File: src/rtl/seg7_pkg.sv
// Shared constants and types for the 7-segment display blocks.
// Segment patterns are active-low, bit order g,f,e,d,c,b,a.
package seg7_pkg;

  typedef logic [1:0] digit_idx_t;

  localparam logic [7:0] SEG_OFF = 8'hFF;
  localparam logic [3:0] AN_OFF  = 4'hF;
  localparam logic [6:0] SEG_BLANK = 7'h7F;

  localparam logic [6:0] HEX_SEG [16] = '{
    7'h40, 7'h79, 7'h24, 7'h30, 7'h19, 7'h12, 7'h02, 7'h78,
    7'h00, 7'h10, 7'h08, 7'h03, 7'h46, 7'h21, 7'h06, 7'h0E
  };

endpackage

File: src/rtl/hex_to_seg7.sv
// Combinational hex nibble to active-low 7-segment pattern (g..a).
module hex_to_seg7
  import seg7_pkg::*;
(
  input  logic [3:0] nibble,
  output logic [6:0] seg_n
);

  assign seg_n = HEX_SEG[nibble];

endmodule

File: src/rtl/seg7_scan_driver.sv
// Scans a double-buffered 16-bit hex value across a 4-digit common-anode
// display with a blanking guard at the start of every digit slot.
module seg7_scan_driver #(
  parameter int REFRESH_DIV  = 100000,
  parameter int BLANK_CYCLES = 1000,
  parameter int LZ_SUPPRESS  = 1
) (
  input  logic        clk,
  input  logic        rst_n,
  input  logic [15:0] value_in,
  input  logic [3:0]  dp_in,
  input  logic        load,
  output logic [7:0]  seg,
  output logic [3:0]  an,
  output logic        frame_tick
);

  import seg7_pkg::*;

  localparam int PW = $clog2(REFRESH_DIV);
  localparam logic [PW-1:0] P_LAST  = PW'(REFRESH_DIV - 1);
  localparam logic [PW-1:0] P_PRE   = PW'(REFRESH_DIV - 2);
  localparam logic [PW-1:0] P_BLANK = PW'(BLANK_CYCLES);

  logic [PW-1:0] presc_q, presc_d;
  digit_idx_t    idx_q, idx_d;
  logic [15:0]   pend_val_q, pend_val_d;
  logic [3:0]    pend_dp_q, pend_dp_d;
  logic          pend_valid_q, pend_valid_d;
  logic [15:0]   disp_val_q, disp_val_d;
  logic [3:0]    disp_dp_q, disp_dp_d;
  logic [7:0]    seg_q, seg_d;
  logic [3:0]    an_q, an_d;
  logic          tick_q, tick_d;

  logic          slot_end, frame_end, blank_slot;
  logic [3:0]    nibble;
  logic [6:0]    dec_seg;
  logic [3:0]    lz_blank;
  logic [3:0]    an_one;

  hex_to_seg7 u_dec (
    .nibble (nibble),
    .seg_n  (dec_seg)
  );

  always_ff @(posedge clk or negedge rst_n) begin
    if (!rst_n) begin
      presc_q      <= '0;
      idx_q        <= '0;
      pend_val_q   <= '0;
      pend_dp_q    <= '0;
      pend_valid_q <= 1'b0;
      disp_val_q   <= '0;
      disp_dp_q    <= '0;
      seg_q        <= SEG_OFF;
      an_q         <= AN_OFF;
      tick_q       <= 1'b0;
    end else begin
      presc_q      <= presc_d;
      idx_q        <= idx_d;
      pend_val_q   <= pend_val_d;
      pend_dp_q    <= pend_dp_d;
      pend_valid_q <= pend_valid_d;
      disp_val_q   <= disp_val_d;
      disp_dp_q    <= disp_dp_d;
      seg_q        <= seg_d;
      an_q         <= an_d;
      tick_q       <= tick_d;
    end
  end

  always_comb begin
    slot_end  = (presc_q == P_LAST);
    frame_end = slot_end && (idx_q == 2'd3);
    presc_d   = slot_end ? '0 : presc_q + 1'b1;
    idx_d     = slot_end ? idx_q + 2'd1 : idx_q;
    // Registered one cycle early so the pulse lines up with the boundary cycle.
    tick_d    = (presc_q == P_PRE) && (idx_q == 2'd3);
  end

  // load is a plain strobe with no back-pressure: every asserted cycle is taken.
  always_comb begin
    pend_val_d   = pend_val_q;
    pend_dp_d    = pend_dp_q;
    pend_valid_d = pend_valid_q;
    disp_val_d   = disp_val_q;
    disp_dp_d    = disp_dp_q;
    if (load && frame_end) begin
      disp_val_d   = value_in;
      disp_dp_d    = dp_in;
      pend_valid_d = 1'b0;
    end else if (load) begin
      pend_val_d   = value_in;
      pend_dp_d    = dp_in;
      pend_valid_d = 1'b1;
    end else if (frame_end && pend_valid_q) begin
      disp_val_d   = pend_val_q;
      disp_dp_d    = pend_dp_q;
      pend_valid_d = 1'b0;
    end
  end

  always_comb begin
    case (idx_q)
      2'd0:    nibble = disp_val_q[3:0];
      2'd1:    nibble = disp_val_q[7:4];
      2'd2:    nibble = disp_val_q[11:8];
      default: nibble = disp_val_q[15:12];
    endcase
    lz_blank[3] = (LZ_SUPPRESS != 0) && (disp_val_q[15:12] == 4'h0);
    lz_blank[2] = lz_blank[3] && (disp_val_q[11:8] == 4'h0);
    lz_blank[1] = lz_blank[2] && (disp_val_q[7:4] == 4'h0);
    lz_blank[0] = 1'b0;
  end

  always_comb begin
    an_one     = 4'b0001 << idx_q;
    blank_slot = (presc_q < P_BLANK);
    an_d       = AN_OFF;
    seg_d      = SEG_OFF;
    if (!blank_slot) begin
      an_d  = ~an_one;
      seg_d = {~disp_dp_q[idx_q], lz_blank[idx_q] ? SEG_BLANK : dec_seg};
    end
  end

  assign seg        = seg_q;
  assign an         = an_q;
  assign frame_tick = tick_q;

endmodule

File: config.mk
export PLATFORM = sky130hd
export DESIGN_NAME = seg7_scan_driver
export DESIGN_NICKNAME = d
export VERILOG_FILES = /design/src/rtl/seg7_pkg.sv /design/src/rtl/hex_to_seg7.sv /design/src/rtl/seg7_scan_driver.sv
export SDC_FILE = /design/constraint.sdc
export NUM_CORES = 1
export LEC_CHECK = 0
export ABC_AREA = 0
export CAP_MARGIN = 20
export CORE_ASPECT_RATIO = 0.6
export CORE_MARGIN = 3
export CORE_UTILIZATION = 62
export DETAILED_ROUTE_END_ITERATION = 16
export GPL_TIMING_DRIVEN = 0
export PLACE_DENSITY = 0.85
export SLEW_MARGIN = 25
export SYNTH_ARGS = -nofsm -noshare
export SYNTH_HDL_FRONTEND = slang
export SYNTH_HIERARCHICAL = 1
export SYNTH_SLANG_ARGS = --single-unit
File: constraint.sdc
create_clock -name clk -period 7.9 [get_ports clk]
set_input_delay 0.79 -clock clk [delete_from_list [all_inputs] [get_ports clk]]
set_output_delay 0.79 -clock clk [all_outputs]
set_load 0.02 [all_outputs]
[Word level (Yosys, flattened, before mapping)]
Memory sizes are Yosys's and may differ from the RTL's.
Cells that the tools add are included.
Storage, ports and cells
  flip-flop bits (word level): 73
  memories: 1
  bits in read-only memories: 112
  input port bits: 23
Cells by class
  order comparisons: 3
  mux-type cells: 20
  $add $sub $neg: 2
  shift operators: 1
  bitwise operators: 4
  equal/unequal tests: 6
  reductions and logical operators: 14
Memories
  (no name shown): words 16, width 7, read ports 1, clocked after Yosys merged registers in 0, write ports 0, line hex_to_seg7.sv:9  | assign seg_n = HEX_SEG[nibble];
Operator list (count)
  $mux W16: 3
  $eq A17 B17 Y1 const B: 2
  $mux W7: 3
  $add A17 B1 Y17 const B: 1
  $lt A17 B10 Y1 const B: 1
  $mux W17: 1
  $mux W4: 4
  $logic_not A4 Y1: 3
  $pmux W4 S3: 1
  $mux W8: 1
  $logic_and A1 B1 Y1: 6
  $ge A5 B5 Y1 const B: 1
  $mux W1: 5
  $not A4 Y5: 1
  $bmux W1 S2: 2
  $eq A2 B2 Y1 const B: 2
  $not A4 Y4: 1
  $reduce_and A2 Y1: 2
  $shl A1 B2 Y4 const A: 1
  $lt A2 B3 Y1 const B: 1
  $reduce_bool A3 Y1: 1
  $add A2 B1 Y2 const B: 1
  $eq A2 B1 Y1 const B: 1
  $logic_not A2 Y1: 1
  other kinds (3): 4

[Logic depth before layout (Yosys ltp)]
Gate-level depths: netlist (run 1).
  depth in word-level cells: 8
  depth in mapped cells: 10

[Cells and area by module]
Netlist (run 1), hierarchy kept.
Modules (own cells, without submodules)
  seg7_scan_driver: instances 1, cells each 297, area each 3482.1 µm²
  hex_to_seg7: instances 1, cells each 33, area each 269.0 µm²

[Worst setup path before layout (run 1)]
Ideal clock, no wire load.
  path kind: reg-to-reg
  start point: register idx_q[0]
  end point: register seg_q[3] (netlist: seg[3])
  setup time: 0.084 ns
  period minus slack after synthesis: 2.558 ns
  arrival time: 2.474 ns
  path buffers: 1
  cell stages (with the launch flop): 9
  data required time: 7.816 ns
  setup slack: 5.342 ns
  cells stage by stage: dfrtp_1 > ha_1 > buf_1 > mux2i_1 > inv_1 > ha_1 > inv_1 > mux4_2 > or2_2
Between the ends
  cells in the longest elaborated chain, start to end: 8
  elaborated cells between the ends (all ways): 12
  those cells by class: 2 x eq/ne; 7 x mux; 1 x bitwise; 1 x reduce/logical; 1 x memory
RTL lines
  start, declared: line seg7_scan_driver.sv:26  | digit_idx_t idx_q, idx_d;
  start signal, assigned: line seg7_scan_driver.sv:61  | idx_q <= idx_d;
  $eq A2 B2 Y1, or another cell as far along: line seg7_scan_driver.sv:105  | case (idx_q)
  $pmux W4 S3 *: line seg7_scan_driver.sv:105
  named net nibble[0]: line seg7_scan_driver.sv:37  | logic [3:0] nibble;
  $not A4 Y5 (not written as such) *: line hex_to_seg7.sv:9
  $mem_v2 Z16 W7 *
  $mux W7 (not written as such) * (2 in a row): line hex_to_seg7.sv:9
  named net dec_seg[3]: line seg7_scan_driver.sv:38  | logic [6:0] dec_seg;
  $mux W7 *: line seg7_scan_driver.sv:124  | seg_d = {~disp_dp_q[idx_q], lz_blank[idx_q] ? SEG_BLANK : dec_seg};
  $mux W8 *: line seg7_scan_driver.sv:122  | if (!blank_slot) begin
  named net seg_d[3]: line seg7_scan_driver.sv:32  | logic [7:0] seg_q, seg_d;
  end signal, assigned: line seg7_scan_driver.sv:67  | seg_q <= seg_d;
  end, declared: line seg7_scan_driver.sv:32
The timed path passes the listed nets; every way through them passes the cells marked *. The select of a mux whose other input is x is not followed.
A chain may end at the register's enable or synchronous reset.

[Final worst setup path (run 1)]
Ends and elaborated chain as after synthesis.

==> results of run 1 <==
cells in the mapped netlist, types with 6 or more instances:
cell type and count:
dfrtp_1 61, inv_1 26, mux2_4 20, nand3_1 20, nor2_1 18, o21ai_0 16, ha_1 14, nand2_1 13
dfstp_2 12, a2bb2oi_1 10, mux2i_1 10, o22ai_1 10, xnor2_1 10, a21oi_1 9, clkbuf_1 8, nand4_1 7
or2_2 7, xor2_1 6
layout make-up:
cell class | count | area [µm²] | area share
plain buffers | 18 | 126.4 | 0.02832
clock buffers | 10 | 127.6 | 0.02860
clock inverters | 6 | 116.4 | 0.02607
inverters | 26 | 97.59 | 0.02187
multi-input cells | 213 | 1685 | 0.3776
flip-flops and latches | 73 | 1842 | 0.4127
well taps | 80 | 100.1 | 0.02243
repair buffers | 36 | 367.9 | 0.08242
worst max-delay path by stage:
| stage | endpoint |
|---|---|
| finish | seg[3] |
| global route | seg[3] |
| CTS | seg[3] |
| detailed placement | seg[3] |
| global placement | presc_q[0] |
| floorplan | seg[3] |
metal layers:
layer	share of wire	global-route usage	vias to the layer above	routed length, µm
met5	0	0	-	0
met4	0.011	0.07656	0	83
met3	0.056	0.07610	10	438
met2	0.45	0.3612	88	3495
met1	0.49	0.3510	1345	3819
li1	-	-	1258	-
logic make-up (layout without fill, tap and decap cells):
family,after synthesis,in the layout,share of synthesized area
AND/OR/NAND/NOR,92,92,0.1348
adder cells (fa/ha/maj),14,14,0.04670
XOR/XNOR,16,16,0.03736
AO/OA/AOI/OAI,59,59,0.1117
multiplexers,32,32,0.1187
flip-flops,73,73,0.4910
buffers and inverters,44,96,0.05971
flip-flops by register name (all words and copies together) (netlist names):
| signal | count |
|---|---|
| presc_q | 17 |
| disp_val_q | 16 |
| pend_val_q | 16 |
| seg | 8 |
| an | 4 |
| disp_dp_q | 4 |
| pend_dp_q | 4 |
| idx_q | 2 |
| frame_tick | 1 |
| pend_valid_q | 1 |
power by group:
part	switching (µW)	total (µW)	internal, µW
clock	141	353	211
sequential	6.41	390	384
combinational	25.5	58.1	32.6
total	173	801	628
critical path: stages, from the launching register on:
cell and delay [ps]:
dfrtp_1 480, inv_1 160, ha_1 260, a222oi_1 140
mux2i_1 450, inv_1 200, ha_1 320, inv_1 40
mux4_2 440, or2_2 300
through the flow:
| step | hold WS [ps] | worst slack (ps) | cells | utilization | total power, µW |
|---|---|---|---|---|---|
| 2_1_floorplan | 466.3 | 5342 | 330 | - | 427.0 |
| 3_3_place_gp | 490.4 | 3620 | 445 | 0.7369 | 451.8 |
| 3_5_place_dp | 494.8 | 5052 | 446 | 0.7400 | 455.0 |
| 4_1_cts | 420.5 | 5019 | 462 | 0.7828 | 803.1 |
| 5_1_grt | 432.5 | 4787 | 462 | 0.7828 | 827.8 |
| 6_report | 412.2 | 5011 | 462 | 0.7828 | 801.1 |
==> results.yml, run 1 <==
outcome:
  status: "finished, final reports clean"
global_routing:
  grt_pass1_wl_um: 13350
  grt-ovfl-total: 0
  grt_usage: 0.2459
  grt_max_degree: 42
  grt_pass1_vias: 2669
  antenna_found_initial: 0
finish:
  num-fill-cells: 367
  layout.nets: 414
  layout.cells.most_common: "dfrtp_1"
  drive_above_1_share: 0.1963
  final_cell_mix: "dfrtp_1, clkdlybuf4s50_1, inv_1"
  syn_to_final_growth_pct: 18.98
  diodes: 0
  postLayoutCellArea_um2: 4463
synth:
  synth-async-reset-ratio: 1.000
  avgSynthCellArea_um2: 11.37
  synth_top_area_frac: 0.4069
  synthTopCellsByArea: "dfrtp_1, dfstp_2, mux2_4"
  synth_top_cell_by_area: "dfrtp_1"
  syn-cell-area_um2: 3751
  ys_seq_area_frac: 0.4910
  synth_ff_type: "dfrtp_1"
  synth_cells: 330
  synth_cell_types: 46
  synth-warning-count: 6
  synth_edf_count: 0
  synth_nets: 367
  synth_seq_cells: 73
clock_tree:
  cts.sinks: 73
  cts-buffers-inserted: 9
  root_buffer: "clkbuf_8"
  clk_pin_slew_ps: 80
  ctsResizeCount: 0
  clockBufferDepth: 2
  htree_levels: 3
  ctsHoldBuffers: 0
  tritoncts: "yes"
  clkLatencyLatePin_ps: 360
  post_cts_buffers: 0
detailed_routing:
  drtIter0Drc: 198
  wirelength_um: 7837
  ant_nets: 0
  drt_pass1_iterations: 5
  drc_errors: 0
  via_count: 2701
  viasPerCell: 5.846
  wl_per_cell_um: 16.96
floorplanning:
  initial_core_util: 0.6579
  fp.coreArea_um2: 5702
  rows: 21
  die_w_um: 106.4
  die_area_um2: 7050
  fp.dieH_um: 66.25
  io_pins: 36
pwr:
  ir_drop_mv: 0.1475
  p_leak_uw: 0.001978
  p_per_area_nw_per_um2: 179.5
timing:
  rsz0062_at_grt: "false"
  slew_violations: 0
  max_freq_ghz: 0.3461
  setup_tns_ps: 0
  tightestPinTransition_ps: 758.4
  period_share: 0.3657
  period_minus_slack_ps: 2889
  finalHoldViolations: 0
  slew_headroom: 0.4891
  skew_ps: 12.24
  setup_violations: 0
hold_path:
  hp-class: "input port to asynchronous set/reset pin"
place:
  place_area_um2: 4219
  port_buffers: 35
  place.gp.congestion: 0.8161
  dp_hpwl_um: 5552
critical_path:
  endpoint_kind: "flip-flop"
  crit_start: "idx_q[0]"
  r2r_cells: 9
  required_ps: 8170
  crit_type: "flip-flop to flip-flop"
  cp_max_fo: 7
  reg2reg_from: "idx_q[0]"
  rrSetupSlack_ps: 5010
  timing.rr.end: "seg[3]"
  cp.arrival_ps: 3160
  setup.worst_path.start_class: "flip-flop"
flow_run:
  cap_violations: 0
(Power assumes the default switching activity.)
==> run 2: changes to the inputs <==
--- a/config.mk
+++ b/config.mk
@@ -9,10 +9,10 @@
 export CAP_MARGIN = 20
 export CORE_ASPECT_RATIO = 0.6
 export CORE_MARGIN = 3
-export CORE_UTILIZATION = 62
+export CORE_UTILIZATION = 52
 export DETAILED_ROUTE_END_ITERATION = 16
 export GPL_TIMING_DRIVEN = 0
-export PLACE_DENSITY = 0.85
+export PLACE_DENSITY = 0.76
 export SLEW_MARGIN = 25
 export SYNTH_ARGS = -nofsm -noshare
 export SYNTH_HDL_FRONTEND = slang
==> constraint.sdc (replaced) <==
create_clock -name clk -period 2.6 [get_ports clk]
set_input_delay 0.26 -clock clk [delete_from_list [all_inputs] [get_ports clk]]
set_output_delay 0.26 -clock clk [all_outputs]
set_load 0.02 [all_outputs]
==> results.yml, run 2 (same netlist as run 1, synthesis figures left out) <==
outcome:
  status: "finished, final reports clean"
floorplanning:
  initial_core_util: 0.5500
  fp.dieH_um: 71.79
  die_area_um2: 8303
  fp.coreArea_um2: 6820
  io_pins: 36
  die_w_um: 115.7
  rows: 23
clock_tree:
  htree_levels: 3
  clkLatencyLatePin_ps: 340
  cts-buffers-inserted: 9
  cts.sinks: 73
  root_buffer: "clkbuf_16"
  clockBufferDepth: 2
  clk_pin_slew_ps: 60
  tritoncts: "yes"
place:
  dp_hpwl_um: 5601
  place.gp.congestion: 0.8334
  place_area_um2: 4235
  port_buffers: 35
pwr:
  p_per_area_nw_per_um2: 610.7
  share_comb_of_total_power: 0.061
  p_leak_uw: 0.002108
  clkPwrFrac: 0.532
  p_int_uw: 2355
  ir_drop_mv: 0.5185
  pwr-share-seq: 0.407
  finalPower_uw: 2922
  switchingPower_uw: 567.1
  swShare: 0.1941
timing:
  finalHoldViolations: 0
  slew_headroom: 0.5199
  tightestPinTransition_ps: 714.1
  period_minus_slack_ps: 2583
  slew_violations: 0
  skew_ps: 7.676
  max_freq_ghz: 0.3871
  rsz0062_at_grt: "true"
  setup_violations: 0
  period_share: 0.9935
finish:
  layout.cells.most_common: "dfrtp_1"
  final_cell_mix: "dfrtp_1, clkdlybuf4s50_1, inv_1"
  postLayoutCellArea_um2: 4785
  layout.nets: 426
  syn_to_final_growth_pct: 27.55
  num-fill-cells: 477
  reg_top3: "presc_q x17, disp_val_q x16, pend_val_q x16"
  drive_above_1_share: 0.2589
  diodes: 0
  largest_reg_flops: 17
  largest-register: "presc_q"
detailed_routing:
  drc_errors: 0
  drtIter0Drc: 204
  wl_per_cell_um: 16.79
  drt_pass1_iterations: 4
  ant_nets: 0
  via_count: 2727
  viasPerCell: 5.669
  wirelength_um: 8077
critical_path:
  crit_type: "flip-flop to flip-flop"
  timing.rr.end: "seg[3]"
  endpoint_kind: "flip-flop"
  slowest_stage: "a222oi_1"
  cp.arrival_ps: 2840
  reg2reg_from: "idx_q[0]"
  r2r_cells: 9
  cp_max_fo: 5
  critical_path.max_stage_delay_ps: 520
  rrSetupSlack_ps: 20
  required_ps: 2860
  setup.worst_path.start_class: "flip-flop"
  path_cells: "buf_4, ha_2, a222oi_1, mux2i_4, inv_2, ha_1, inv_1, mux4_2, or2_2"
global_routing:
  grt_usage: 0.2128
  grt-ovfl-total: 0
  grt_max_degree: 53
  grt_pass1_wl_um: 13300
  antenna_found_initial: 0
  grt_pass1_vias: 2598
hold_path:
  hp-class: "input port to asynchronous set/reset pin"
flow_run:
  cap_violations: 0
[run 2: changes by cell type in the layout (fill, tap and decap cells not counted), sizes merged]
cell and change:
bufinv +1, clkinv -2, buf +11, dlygate4sd3 +1
clkbuf +1
[run 2: cell type report]
cell class / instances / area (µm²) / area share
flip-flops and latches: 73 / 1844 / 0.3855
inverters: 26 / 97.59 / 0.02040
plain buffers: 17 / 122.6 / 0.02563
repair buffers: 49 / 475.5 / 0.09937
well taps: 87 / 108.9 / 0.02275
clock buffers: 11 / 252.7 / 0.05282
multi-input cells: 213 / 1758 / 0.3674
clock inverters: 5 / 125.1 / 0.02615
[run 2: power by group through the flow]
stage	clock, µW	sequential, µW	combinational, µW
2_1_floorplan	0	1200	97.0
3_3_place_gp	0	1200	170
3_5_place_dp	0	1210	179
4_1_cts	1580	1190	181
5_1_grt	1630	1190	196
6_report	1550	1190	179
[run 2: timing repair]
action	CTS	global route
setup buffers	9	3
setup endpoints to repair	3	27
pin swaps	2	2
endpoints found under the hold margin	12	0
hold buffers	1	0
gates resized for setup	13	7
[run 2: worst max-delay path by stage]
stage,start,slack [ps],end
floorplan,idx_q[0],40,seg[3]
global placement,rst_n,-1200,presc_q[9]
detailed placement,idx_q[0],-290,seg[3]
CTS,idx_q[0],20,seg[3]
global route,idx_q[0],-30,seg[3]
finish,idx_q[0],20,seg[3]
[run 2: per-layer routing]
layer  GRT usage  share of wire
met3     0.06920          0.078
met4     0.06950          0.012
met1      0.3155           0.49
met5           0              0
met2      0.2955           0.42
[run 2: stage by stage]
| step | utilization | hold slack (ps) | setup TNS (ps) | worst slack (ps) | instances |
|---|---|---|---|---|---|
| 2_1_floorplan | - | -35.59 | 0 | 41.74 | 330 |
| 3_3_place_gp | 0.6173 | 488.7 | -77270 | -1198 | 452 |
| 3_5_place_dp | 0.6210 | 171.0 | -524.9 | -288.0 | 453 |
| 4_1_cts | 0.6947 | 343.8 | 0 | 24.65 | 479 |
| 5_1_grt | 0.7015 | 376.7 | -39.35 | -33.15 | 481 |
| 6_report | 0.7015 | 346.0 | 0 | 16.94 | 481 |
[run 2: critical path, delay by kind of cell, from the launching register on]
family	cells	cell delay (ps)
mux	2	640
compound gates	1	520
flops	1	420
simple gates	1	300
buf+inv	3	290
fa+ha+maj	2	330
==> RTL change: new RTL, config.mk and constraints of run 2 <==
Make the reset (`rst_n`) synchronous in one clocked block.
--- a/src/rtl/seg7_scan_driver.sv
+++ b/src/rtl/seg7_scan_driver.sv
@@ -44,7 +44,7 @@
     .seg_n  (dec_seg)
   );
 
-  always_ff @(posedge clk or negedge rst_n) begin
+  always_ff @(posedge clk) begin
     if (!rst_n) begin
       presc_q      <= '0;
       idx_q        <= '0;
Function: no difference found for any inputs over 10 cycles, from zero or initial values and one cycle with rst_n low; that may be too few to reach the edited logic, so the function may still have changed.
==> RTL change against run 2 <==
Power fell by 6.6%; maximum frequency rose by 3.1%; final area fell by 1.8%; worst setup slack improved by 0.077 ns; die area rose by 0.21%; clock power fell by 14%; routed wire length rose by 27%; count of clock-buffer cells in the layout fell by 1; critical path type unchanged; final cell count rose by 18%; area after synthesis rose by 0.23%; worst hold slack improved by 0.13 ns; largest power group unchanged; sequential cell count did not move; core utilization fell by 1.5 points; largest cell class is now multi-input gates; critical path depth did not move.
==> RTL change: results <==
yosys:
  async_flop_share: 0
  avgSynthCellArea_sq_um: 9.04
  postSynthNetCount: 453
  yosys.area_share.adder: 0.0466
  synth.lib_cells_used.distinct: 44
  synth.yosys.seq_area_share: 0.389
hold_path:
  hp-class: "register to register"
pwr:
  leakagePower_uw: 0.00161
  worst_ir_drop_vdd_mv: 0.440
setup_path:
  regToRegSetupSlack_ns: 0.09
layout:
  signal_buffer_area_fraction: 0.130
  multi_input_comb_area_sq_mm: 0.00214
  layout.comb_gates.multi_input: 290
  sh_seq_area: 0.312
  drive_above_1_share: 0.136
  num-nonclk-buffers: 86
  final_util: 0.686
  clock_buffers: 10
  ff_latch_area_sq_mm: 0.00147
status:
  status: "complete, no violations"
global_routing:
  global_route.usage.total: 0.251
  grt_first_pass_wirelength_um: 16200
detailed_routing:
  initialDrtViolationCount: 338
  drtPass1Iterations: 5
  viasPerCell: 6.30
placed_design:
  portBuffers: 34
  dp_worst_setup_slack_ns: -0.402
sta:
  min_period_ns: 2.51
  whs_ns: 0.481
RTL change: cell count changes after synthesis, moves of 10 or more:
cell | run 2 | this run
sky130_fd_sc_hd__a22o_1 | 0 | 40
sky130_fd_sc_hd__a2bb2oi_1 | 10 | 0
sky130_fd_sc_hd__a31oi_1 | 0 | 20
sky130_fd_sc_hd__clkbuf_1 | 8 | 26
sky130_fd_sc_hd__dfrtp_1 | 61 | 0
sky130_fd_sc_hd__dfstp_2 | 12 | 0
sky130_fd_sc_hd__dfxtp_1 | 0 | 73
sky130_fd_sc_hd__inv_1 | 26 | 13
sky130_fd_sc_hd__mux2_4 | 20 | 0
sky130_fd_sc_hd__nand4_1 | 7 | 28
sky130_fd_sc_hd__nor3b_1 | 0 | 20
sky130_fd_sc_hd__o211ai_1 | 1 | 21
sky130_fd_sc_hd__o21ai_0 | 16 | 1
sky130_fd_sc_hd__o22ai_1 | 10 | 0
RTL change: layer usage:
layer,global-route usage,wire length (um),vias to the layer above
met5,0,0,-
met2,0.337,4270,147
met3,0.0869,882,12
met1,0.374,5000,1702
met4,0.0746,106,0
li1,-,-,1703
RTL change: worst paths after layout:
path           startpoint            to  depth (start not counted)
max              idx_q[1]        seg[3]                          9
min          disp_dp_q[3]  disp_dp_q[3]                          1
max reg2reg      idx_q[1]        seg[3]                          9
min reg2reg  disp_dp_q[3]  disp_dp_q[3]                          1
RTL change: report_power, final:
part           internal, uW  switching, uW  total, uW
registers              1150           25.8       1180
logic                  95.2            119        215
clock network           845            492       1340
RTL change: repair_timing:
item                                   4_1_cts  5_1_grt
pin swaps                                    2        2
gates resized for setup                      8        7
endpoints found under the hold margin        0        0
setup endpoints to repair                    7        3
setup buffers                                2       12
